[src/rtl/regfile_wb_pkg.sv]
// ============================================================================
// Module      : regfile_wb_pkg
// Description : Shared defaults and the write-back entry type for regfile_writeback.
// Revision    : 1.0 - initial release
// ============================================================================
`default_nettype none

package regfile_wb_pkg;

    localparam int REG_COUNT_DEF  = 32;
    localparam int REG_W_DEF      = 32;
    localparam int REG_IDX_W_DEF  = $clog2(REG_COUNT_DEF);
    localparam int FIFO_DEPTH_DEF = 4;

    typedef struct packed {
        logic [REG_IDX_W_DEF-1:0] idx;
        logic [REG_W_DEF-1:0]     data;
    } wb_entry_t;

endpackage

`default_nettype wire

[src/rtl/regfile_wb_fifo.sv]
// ============================================================================
// Module      : regfile_wb_fifo
// Description : Circular write-back buffer with occupancy counter (power-of-two depth).
// Revision    : 1.0 - initial release
// ============================================================================
`default_nettype none

module regfile_wb_fifo #(
    parameter int DEPTH = 4,
    parameter int WIDTH = 37
) (
    input  logic                       clk,
    input  logic                       areset,
    input  logic                       push_i,
    input  logic [WIDTH-1:0]           push_data_i,
    input  logic                       pop_i,
    output logic [WIDTH-1:0]           pop_data_o,
    output logic                       full_o,
    output logic                       empty_o,
    output logic [$clog2(DEPTH+1)-1:0] count_o
);

    localparam int c_PTR_W = $clog2(DEPTH);
    localparam int c_CNT_W = $clog2(DEPTH + 1);

    logic [WIDTH-1:0]   mem_q [DEPTH];
    logic [c_PTR_W-1:0] wr_ptr_q;
    logic [c_PTR_W-1:0] rd_ptr_q;
    logic [c_CNT_W-1:0] count_q;
    logic [c_CNT_W-1:0] count_d;
    logic               w_do_push;
    logic               w_do_pop;

    assign full_o     = (count_q == c_CNT_W'(DEPTH));
    assign empty_o    = (count_q == '0);
    assign count_o    = count_q;
    assign pop_data_o = mem_q[rd_ptr_q];
    assign w_do_push  = push_i && !full_o;
    assign w_do_pop   = pop_i && !empty_o;

    always_comb begin
        count_d = count_q;
        if (w_do_push && !w_do_pop) begin
            count_d = count_q + c_CNT_W'(1);
        end else if (w_do_pop && !w_do_push) begin
            count_d = count_q - c_CNT_W'(1);
        end
    end

    // Storage carries no reset; validity is tracked by the pointers and count.
    always_ff @(posedge clk) begin
        if (w_do_push) begin
            mem_q[wr_ptr_q] <= push_data_i;
        end
    end

    always_ff @(posedge clk or posedge areset) begin
        if (areset) begin
            wr_ptr_q <= '0;
            rd_ptr_q <= '0;
            count_q  <= '0;
        end else begin
            if (w_do_push) begin
                wr_ptr_q <= wr_ptr_q + c_PTR_W'(1);
            end
            if (w_do_pop) begin
                rd_ptr_q <= rd_ptr_q + c_PTR_W'(1);
            end
            count_q <= count_d;
        end
    end

endmodule

`default_nettype wire

[src/rtl/regfile_writeback.sv]
// ============================================================================
// Module      : regfile_writeback
// Description : ALU/load result arbitration, write-back buffer, register-file
//               write port and RAW pending scoreboard.
//               Optional macro REGFILE_WB_BYPASS_EN enables the bypass port.
// Revision    : 1.0 - initial release
// ============================================================================
`default_nettype none

module regfile_writeback
    import regfile_wb_pkg::*;
#(
    parameter int REG_COUNT  = REG_COUNT_DEF,
    parameter int REG_W      = REG_W_DEF,
    parameter int REG_IDX_W  = $clog2(REG_COUNT),
    parameter int FIFO_DEPTH = FIFO_DEPTH_DEF
) (
    input  logic                 clk,
    input  logic                 areset,
    input  logic                 alu_valid,
    output logic                 alu_ready,
    input  logic [REG_IDX_W-1:0] alu_reg,
    input  logic [REG_W-1:0]     alu_data,
    input  logic                 mem_valid,
    output logic                 mem_ready,
    input  logic [REG_IDX_W-1:0] mem_reg,
    input  logic [REG_W-1:0]     mem_data,
    input  logic                 iss_en,
    input  logic [REG_IDX_W-1:0] iss_reg,
    input  logic [REG_IDX_W-1:0] chk_reg_a,
    input  logic [REG_IDX_W-1:0] chk_reg_b,
    output logic                 busy_a,
    output logic                 busy_b,
    output logic                 wr_en,
    output logic [REG_IDX_W-1:0] wr_reg,
    output logic [REG_W-1:0]     wr_data,
    output logic                 byp_valid,
    output logic [REG_IDX_W-1:0] byp_reg,
    output logic [REG_W-1:0]     byp_data
);

    localparam int c_ENTRY_W = REG_IDX_W + REG_W;
    localparam int c_CNT_W   = $clog2(FIFO_DEPTH + 1);

    logic                 w_full;
    logic                 w_empty;
    logic [c_CNT_W-1:0]   w_count;
    logic                 w_push;
    logic [c_ENTRY_W-1:0] w_push_data;
    logic [c_ENTRY_W-1:0] w_head;
    logic                 w_wr_fire;
    logic                 w_fwd_a;
    logic                 w_fwd_b;

    logic                 wr_en_q;
    logic [REG_IDX_W-1:0] wr_reg_q;
    logic [REG_W-1:0]     wr_data_q;
    logic [REG_COUNT-1:0] pending_q;
    logic [REG_COUNT-1:0] pending_d;

    // Load results win arbitration; readiness never looks at the pop side.
    assign mem_ready   = !areset && !w_full;
    assign alu_ready   = !areset && !w_full && !mem_valid;
    assign w_push      = (mem_valid && mem_ready) || (alu_valid && alu_ready);
    assign w_push_data = mem_valid ? {mem_reg, mem_data} : {alu_reg, alu_data};

    regfile_wb_fifo #(
        .DEPTH (FIFO_DEPTH),
        .WIDTH (c_ENTRY_W)
    ) u_fifo (
        .clk         (clk),
        .areset      (areset),
        .push_i      (w_push),
        .push_data_i (w_push_data),
        .pop_i       (!w_empty),
        .pop_data_o  (w_head),
        .full_o      (w_full),
        .empty_o     (w_empty),
        .count_o     (w_count)
    );

    a_fifo_flags : assert property (@(posedge clk) disable iff (areset)
        (w_full == (w_count == c_CNT_W'(FIFO_DEPTH))) && (w_empty == (w_count == '0)));

    assign w_wr_fire = !w_empty && (w_head[REG_W +: REG_IDX_W] != '0);

    always_comb begin
        pending_d = pending_q;
        if (wr_en_q) begin
            pending_d[wr_reg_q] = 1'b0;
        end
        if (iss_en && (iss_reg != '0)) begin
            pending_d[iss_reg] = 1'b1;
        end
        pending_d[0] = 1'b0;
    end

    always_ff @(posedge clk or posedge areset) begin
        if (areset) begin
            wr_en_q   <= 1'b0;
            wr_reg_q  <= '0;
            wr_data_q <= '0;
            pending_q <= '0;
        end else begin
            wr_en_q <= w_wr_fire;
            if (w_wr_fire) begin
                wr_reg_q  <= w_head[REG_W +: REG_IDX_W];
                wr_data_q <= w_head[REG_W-1:0];
            end
            pending_q <= pending_d;
        end
    end

    assign wr_en   = wr_en_q;
    assign wr_reg  = wr_reg_q;
    assign wr_data = wr_data_q;

`ifdef REGFILE_WB_BYPASS_EN
    assign byp_valid = wr_en_q;
    assign byp_reg   = wr_reg_q;
    assign byp_data  = wr_data_q;
    assign w_fwd_a   = wr_en_q && (wr_reg_q == chk_reg_a);
    assign w_fwd_b   = wr_en_q && (wr_reg_q == chk_reg_b);
`else
    assign byp_valid = 1'b0;
    assign byp_reg   = '0;
    assign byp_data  = '0;
    assign w_fwd_a   = 1'b0;
    assign w_fwd_b   = 1'b0;
`endif

    assign busy_a = pending_q[chk_reg_a] && !w_fwd_a;
    assign busy_b = pending_q[chk_reg_b] && !w_fwd_b;

endmodule

`default_nettype wire

[config.mk]
export PLATFORM = sky130hd
export DESIGN_NAME = regfile_writeback
export DESIGN_NICKNAME = d
export VERILOG_FILES = /design/src/rtl/regfile_wb_pkg.sv /design/src/rtl/regfile_wb_fifo.sv /design/src/rtl/regfile_writeback.sv
export SDC_FILE = /design/constraint.sdc
export NUM_CORES = 1
export LEC_CHECK = 0
export CORE_MARGIN = 5
export CORE_UTILIZATION = 53
export DETAILED_ROUTE_END_ITERATION = 7
export PLACE_DENSITY_LB_ADDON = 0.15
export SLEW_MARGIN = 25
export SYNTH_ARGS = -nofsm -noshare
export SYNTH_HDL_FRONTEND = slang
export SYNTH_SLANG_ARGS = --single-unit
[constraint.sdc]
create_clock -name clk -period 3.4 [get_ports clk]
set_input_delay 0.68 -clock clk [delete_from_list [all_inputs] [get_ports clk]]
set_output_delay 0.68 -clock clk [all_outputs]
set_load 0.005 [all_outputs]
After elaboration in Yosys (flattened, before gate mapping)
Memory sizes are Yosys's and may differ from the RTL's. Cells that the tools add are included.

Memories: 1. Register bits: 76. Word-level logic and storage cells: 58. RAM bits: 148. Output and inout bits: 80. Bits of input ports: 94.

Memories: u_fifo.mem_q (words 4, bits a word 37, rd ports 1, clocked after memory_dff 0, wr ports 1, line regfile_wb_fifo.sv:26) `logic [WIDTH-1:0] mem_q [DEPTH];`.

Bitwise gates (word level): 3. Equality and inequality tests: 1. Reduce and logical (&&, ||, !) cells: 21. Order comparisons: 6. Mux-type cells: 15. Add/sub/neg operators: 4.

Operators by type and width (count): two-way mux 32 bit (2); two-way mux 37 bit (1); AND 32 bit (1); inverter 32 bit (1); bitwise OR 32 bit (1); < comparator 5 x 6 -> 1 bit (second input constant) (4); logical AND 1 bit (11); binary-select mux 1 bit (select 5 bit) (2); demux 1 bit (select 5 bit) (2); greater-or-equal comparator 5 x 1 -> 1 bit (second input constant) (2); nonzero test 5 bit (2); two-way mux 1 bit (6); two-way mux 3 bit (2); logical NOT 1 bit (5); adder 2 x 1 -> 2 bit (second input constant) (2); adder 3 x 1 -> 3 bit (second input constant) (1); == test 3 bit (second input constant) (1); logical NOT 3 bit (1); subtractor 3 x 1 -> 3 bit (second input constant) (1); nonzero test 2 bit (1); logical OR 1 bit (1).

Logic depth before layout (Yosys ltp)
Depth after elaboration: 11. Gate-level depth with buffers: 7. Depth with buffers taken out: 7.

Hierarchy
A second synthesis with hierarchy kept.

Cell total of the unflattened synthesis: 592. Area total of the unflattened synthesis: 9756.9 µm².

By module, submodules not included: regfile_wb_fifo (cells each 229, instances 1, sequential area each 4619.4 µm², area each 5753.0 µm²); regfile_writeback (cells each 363, instances 1, sequential area each 1726.7 µm², area each 4003.8 µm²).

Least setup slack after synthesis
Ideal clock, no wire load.

Path kind: input to output. Start: in chk_reg_a[0]. End: out busy_a. Arrival: 2.370 ns. Cell stages on the path: 4. Setup slack: 0.350 ns. Data required time: 2.720 ns. Cell sequence: clkbuf_1 > mux4_2 > mux4_2 > mux2_2.

Cells in the longest elaborated chain, start to end: 2.

Ends and longest elaborated chain: start, declared (line regfile_writeback.sv:30) `input logic [REG_IDX_W-1:0] chk_reg_a,`; binary-select mux 1 bit (select 5 bit) (line regfile_writeback.sv:132) `assign busy_a = pending_q[chk_reg_a] && !w_fwd_a;`; two-way mux 1 bit (implied by the code) (line regfile_writeback.sv:132); end, declared (line regfile_writeback.sv:32) `output logic busy_a,`.

Every way passes these cells. The select of a mux whose other input is x is not followed.

Final worst setup path
Ends and elaborated chain as after synthesis.

==> Flow_metrics.wiki <==
{| class="wikitable"
! Metric !! Value
|-
| Status || complete, no violations
|-
| Largest reg by FF count || u_fifo.mem_q
|-
| DRC || 0
|-
| Routing usage on met1 || 25.37%
|-
| Cell class contributing the biggest share of worst-path delay || multiplexers
|-
| Crit-path max cell delay || 0.48 ns
|-
| Number of synthesis warnings || 0
|-
| Critical path, cell by cell || clkdlybuf4s15_2, bufbuf_16, mux4_2, mux4_2, mux2_2, dlygate4sd2_1
|-
| Final count of hold timing violations || 0
|-
| Min cycle time layout || 3.339 ns
|-
| Number of inserted diodes || 0
|-
| Clock network fraction of total power || 26.4%
|-
| Cell Area, Synth || 9722 um^2
|-
| Via count of the first global-routing pass || 5899
|-
| Maximum net fanout on the critical path || 4
|-
| ANT nets after route || 0
|-
| Share of power burned in combinational logic || 32.0%
|-
| Kind of capture point of the worst setup path || output pin
|-
| P_leak || 4.506 nW
|-
| Async S/R FF share, synth || 33.93%
|-
| Flip-flop cell with the highest count after synthesis || sky130_fd_sc_hd__edfxtp_1
|-
| Final clock skew || 0.01417 ns
|-
| Slew Limit Fails || 0
|-
| Slew headroom || 55.04%
|-
| Worst hold-check path type || flop to flop
|-
| Die area || 21150 um^2
|-
| M2 GR Usage || 32.13%
|-
| Register-to-register setup slack || 0.60 ns
|-
| Gate count after technology mapping || 550
|-
| Critical path class || input pin to output pin
|-
| Hold Slack || 0.4944 ns
|-
| Pin count of the biggest net entering global routing || 36
|-
| Timing-limited maximum frequency || 299.5 MHz
|-
| Routed vias || 5387
|-
| Clock latency on the worst-skew pair || 0.51 ns
|-
| Global routing usage on met3 || 4.017%
|-
| Internal || 7.285 mW
|-
| Number of placed instances, taps included || 909
|-
| Seq cells post-synth || 224
|-
| Number of DRC violations after detailed-routing iteration 0 || 439
|-
| Average instance area after synthesis || 17.68 um^2
|-
| Worst IR drop on VDD || 0.5819 mV
|-
| Largest area contributor in the synthesized netlist || sky130_fd_sc_hd__edfxtp_1
|-
| Cts bufs inserted || 24
|-
| Dominant cells by area after synthesis || sky130_fd_sc_hd__edfxtp_1 (46%), sky130_fd_sc_hd__dfrtp_1 (20%), sky130_fd_sc_hd__mux4_2 (12%)
|-
| Post-Route WL || 20310 um
|-
| Clock tree root driver cell || sky130_fd_sc_hd__clkbuf_16
|-
| Clock tree from TritonCTS || yes
|-
| Global-route wire length before repair || 32150 um
|-
| Share of cells above drive strength 1 || 27.55%
|-
| Dominant cell by count in the synthesized netlist || sky130_fd_sc_hd__edfxtp_1
|-
| Number of enable flip-flop cells after synthesis || 148
|-
| Routability congestion estimate || 0.7944
|-
| Drt wl/cell || 21.26 um
|-
| Proportion of total power due to net switching || 28.34%
|-
| Finished Layout Cells || 955
|-
| Cell occurring most often along the worst timing path || sky130_fd_sc_hd__mux4_2
|-
| Number of setup buffers added after CTS || 0
|-
| Most numerous cell types in the synthesized netlist || sky130_fd_sc_hd__edfxtp_1 (148), sky130_fd_sc_hd__dfrtp_1 (76), sky130_fd_sc_hd__o21ai_0 (67)
|-
| # Max-Cap Violations || 0
|-
| First drt pass iteration count || 5
|-
| Sequential share of power || 41.6%
|-
| Final cycle utilization of the critical path || 98.21%
|-
| Initial antenna violation count || 0
|-
| Layout area overhead || 25.48%
|-
| Crit path launch type || input pin
|-
| Detailed placer's ending HPWL || 13430 um
|-
| Fraction of the yosys area taken by sequential cells || 65.28%
|-
| Core area || 18020 um^2
|-
| Layout net count || 807
|-
| Count of endpoints failing setup in the final report || 0
|-
| Number of port buffers || 135
|-
| RSZ-0062 raised after global routing || no
|-
| Pwr dens || 833.2 nW/um^2
|-
| Die height || 145.4 um
|-
| Site row count || 49
|-
| Initial Util || 53.94%
|-
| Pin slew with the least headroom to its limit || 0.6745 ns
|-
| Buffers plus inverters on the worst setup path || 3
|-
| IO Pins || 174
|-
| Flip-flop count of the largest register, all copies and words added || 148
|-
| Switching power of the nets || 2.880 mW
|-
| Post-synthesis cell type count || 30
|-
| Worst EP arrival || 2.66 ns
|-
| H-Tree Level Count || 1
|-
| Number of sinks handled by clock tree synthesis || 224
|-
| Die outline width || 145.4 um
|-
| Number of buffers inserted for hold repair after clock tree synthesis || 0
|-
| Global Route Usage Sum || 19.05%
|-
| Critical path required time || 2.72 ns
|-
| Most used routing layer in global routing || met2
|-
| Clock input transition at the sequential cells of the worst setup and hold paths || 0.06 ns
|-
| Resized Gates After CTS || 10
|-
| Area fraction of the dominant cell type after synthesis || 45.71%
|-
| Largest buffer count on any clock path || 3
|-
| Worst-path cell with the longest stage delay || sky130_fd_sc_hd__mux4_2
|-
| Aggregate global routing overflow || 0
|-
| Via density per instance || 5.641
|}
==> per-stage QoR <==
| step | instance area, um^2 | setup slack (ns) | power [mW] | utilization (%) | setup TNS (ns) |
|---|---|---|---|---|---|
| 2_1_floorplan | 9861 | 0.3495 | 6.324 | - | 0 |
| 3_3_place_gp | 11290 | -0.2955 | 7.451 | 62.62 | -0.5875 |
| 3_5_place_dp | 11290 | -0.3266 | 7.561 | 62.62 | -0.6384 |
| 4_1_cts | 12200 | 0.06824 | 10.28 | 67.68 | 0 |
| 5_1_grt | 12200 | 0.01519 | 10.71 | 67.68 | 0 |
| 6_report | 12200 | 0.06090 | 10.16 | 67.68 | 0 |
==> final timing paths <==
check / startpoint / endpoint / cells past startpoint
max in group asynchronous: areset / pending_q[6] / 3
min in group asynchronous: areset / wr_data[27] / 2
worst min-delay path: u_fifo.count_o[1] / u_fifo.count_o[1] / 1
worst max register to register: u_fifo.rd_ptr_q[0] / wr_data[21] / 5
worst min register to register: u_fifo.count_o[1] / u_fifo.count_o[1] / 1
worst max-delay path: chk_reg_a[0] / busy_a / 6
==> kinds of logic after synthesis <==
kind of cell	after synthesis	synth area share (%)
other cells	1	0.03857
compound gates	76	4.054
simple gates	40	2.278
mux	129	22.37
xor+xnor	8	0.7207
fa+ha+maj	5	0.6435
flops	224	65.28
buf+inv	67	4.620
==> power groups by stage <==
stage | logic, mW | registers [mW] | clock network [mW]
floorplan | 2.25 | 4.08 | 0
global placement | 3.22 | 4.23 | 0
detailed placement | 3.29 | 4.27 | 0
CTS | 3.31 | 4.22 | 2.75
global route | 3.53 | 4.30 | 2.87
finish | 3.26 | 4.23 | 2.68
==> area by class of cell <==
type / instances / area, um^2
flip-flops and latches: 224 / 6349
fillers: 1190 / 5826
multi-input cells: 296 / 3072
repair buffers: 154 / 1622
clock buffers: 30 / 673.1
well taps: 229 / 286.5
clock inverters: 14 / 166.4
inverters: 8 / 31.28
==> cells in the final DEF, fill, tap and decap left out, types with 4 or more instances in the layout <==
cell | synthesis | routed
sky130_fd_sc_hd__edfxtp_1 | 148 | 148
sky130_fd_sc_hd__clkdlybuf4s50_1 | 0 | 130
sky130_fd_sc_hd__dfrtp_1 | 76 | 74
sky130_fd_sc_hd__o21ai_0 | 67 | 67
sky130_fd_sc_hd__mux4_2 | 53 | 53
sky130_fd_sc_hd__mux2_2 | 46 | 46
sky130_fd_sc_hd__conb_1 | 1 | 38
sky130_fd_sc_hd__mux2_4 | 26 | 26
sky130_fd_sc_hd__clkbuf_16 | 0 | 24
sky130_fd_sc_hd__nand3_1 | 10 | 10
sky130_fd_sc_hd__buf_4 | 38 | 9
sky130_fd_sc_hd__inv_1 | 8 | 7
sky130_fd_sc_hd__nand2_1 | 7 | 7
sky130_fd_sc_hd__clkinv_2 | 0 | 6
sky130_fd_sc_hd__buf_12 | 2 | 6
sky130_fd_sc_hd__or3_1 | 5 | 5
sky130_fd_sc_hd__xnor2_1 | 5 | 5
sky130_fd_sc_hd__nor2_1 | 5 | 5
sky130_fd_sc_hd__a21oi_1 | 5 | 5
sky130_fd_sc_hd__nand3b_1 | 5 | 5
sky130_fd_sc_hd__ha_1 | 5 | 5
sky130_fd_sc_hd__clkbuf_8 | 0 | 5
sky130_fd_sc_hd__and2_2 | 0 | 4
==> layer usage <==
layer | up-vias | routed length [um]
li1 | 2398 | -
met1 | 2718 | 8316
met2 | 231 | 10030
met3 | 40 | 1533
met4 | 0 | 425
met5 | - | 0
==> worst register-to-register path: stages, from the launching register on <==
cell and delay (ns):
sky130_fd_sc_hd__dfrtp_2 0.54, sky130_fd_sc_hd__mux4_1 0.64, sky130_fd_sc_hd__or3_1 0.42, sky130_fd_sc_hd__o31a_2 0.34, sky130_fd_sc_hd__buf_4 0.35, sky130_fd_sc_hd__mux2_4 0.40
Note: power is estimated with default switching activity, not from simulation.
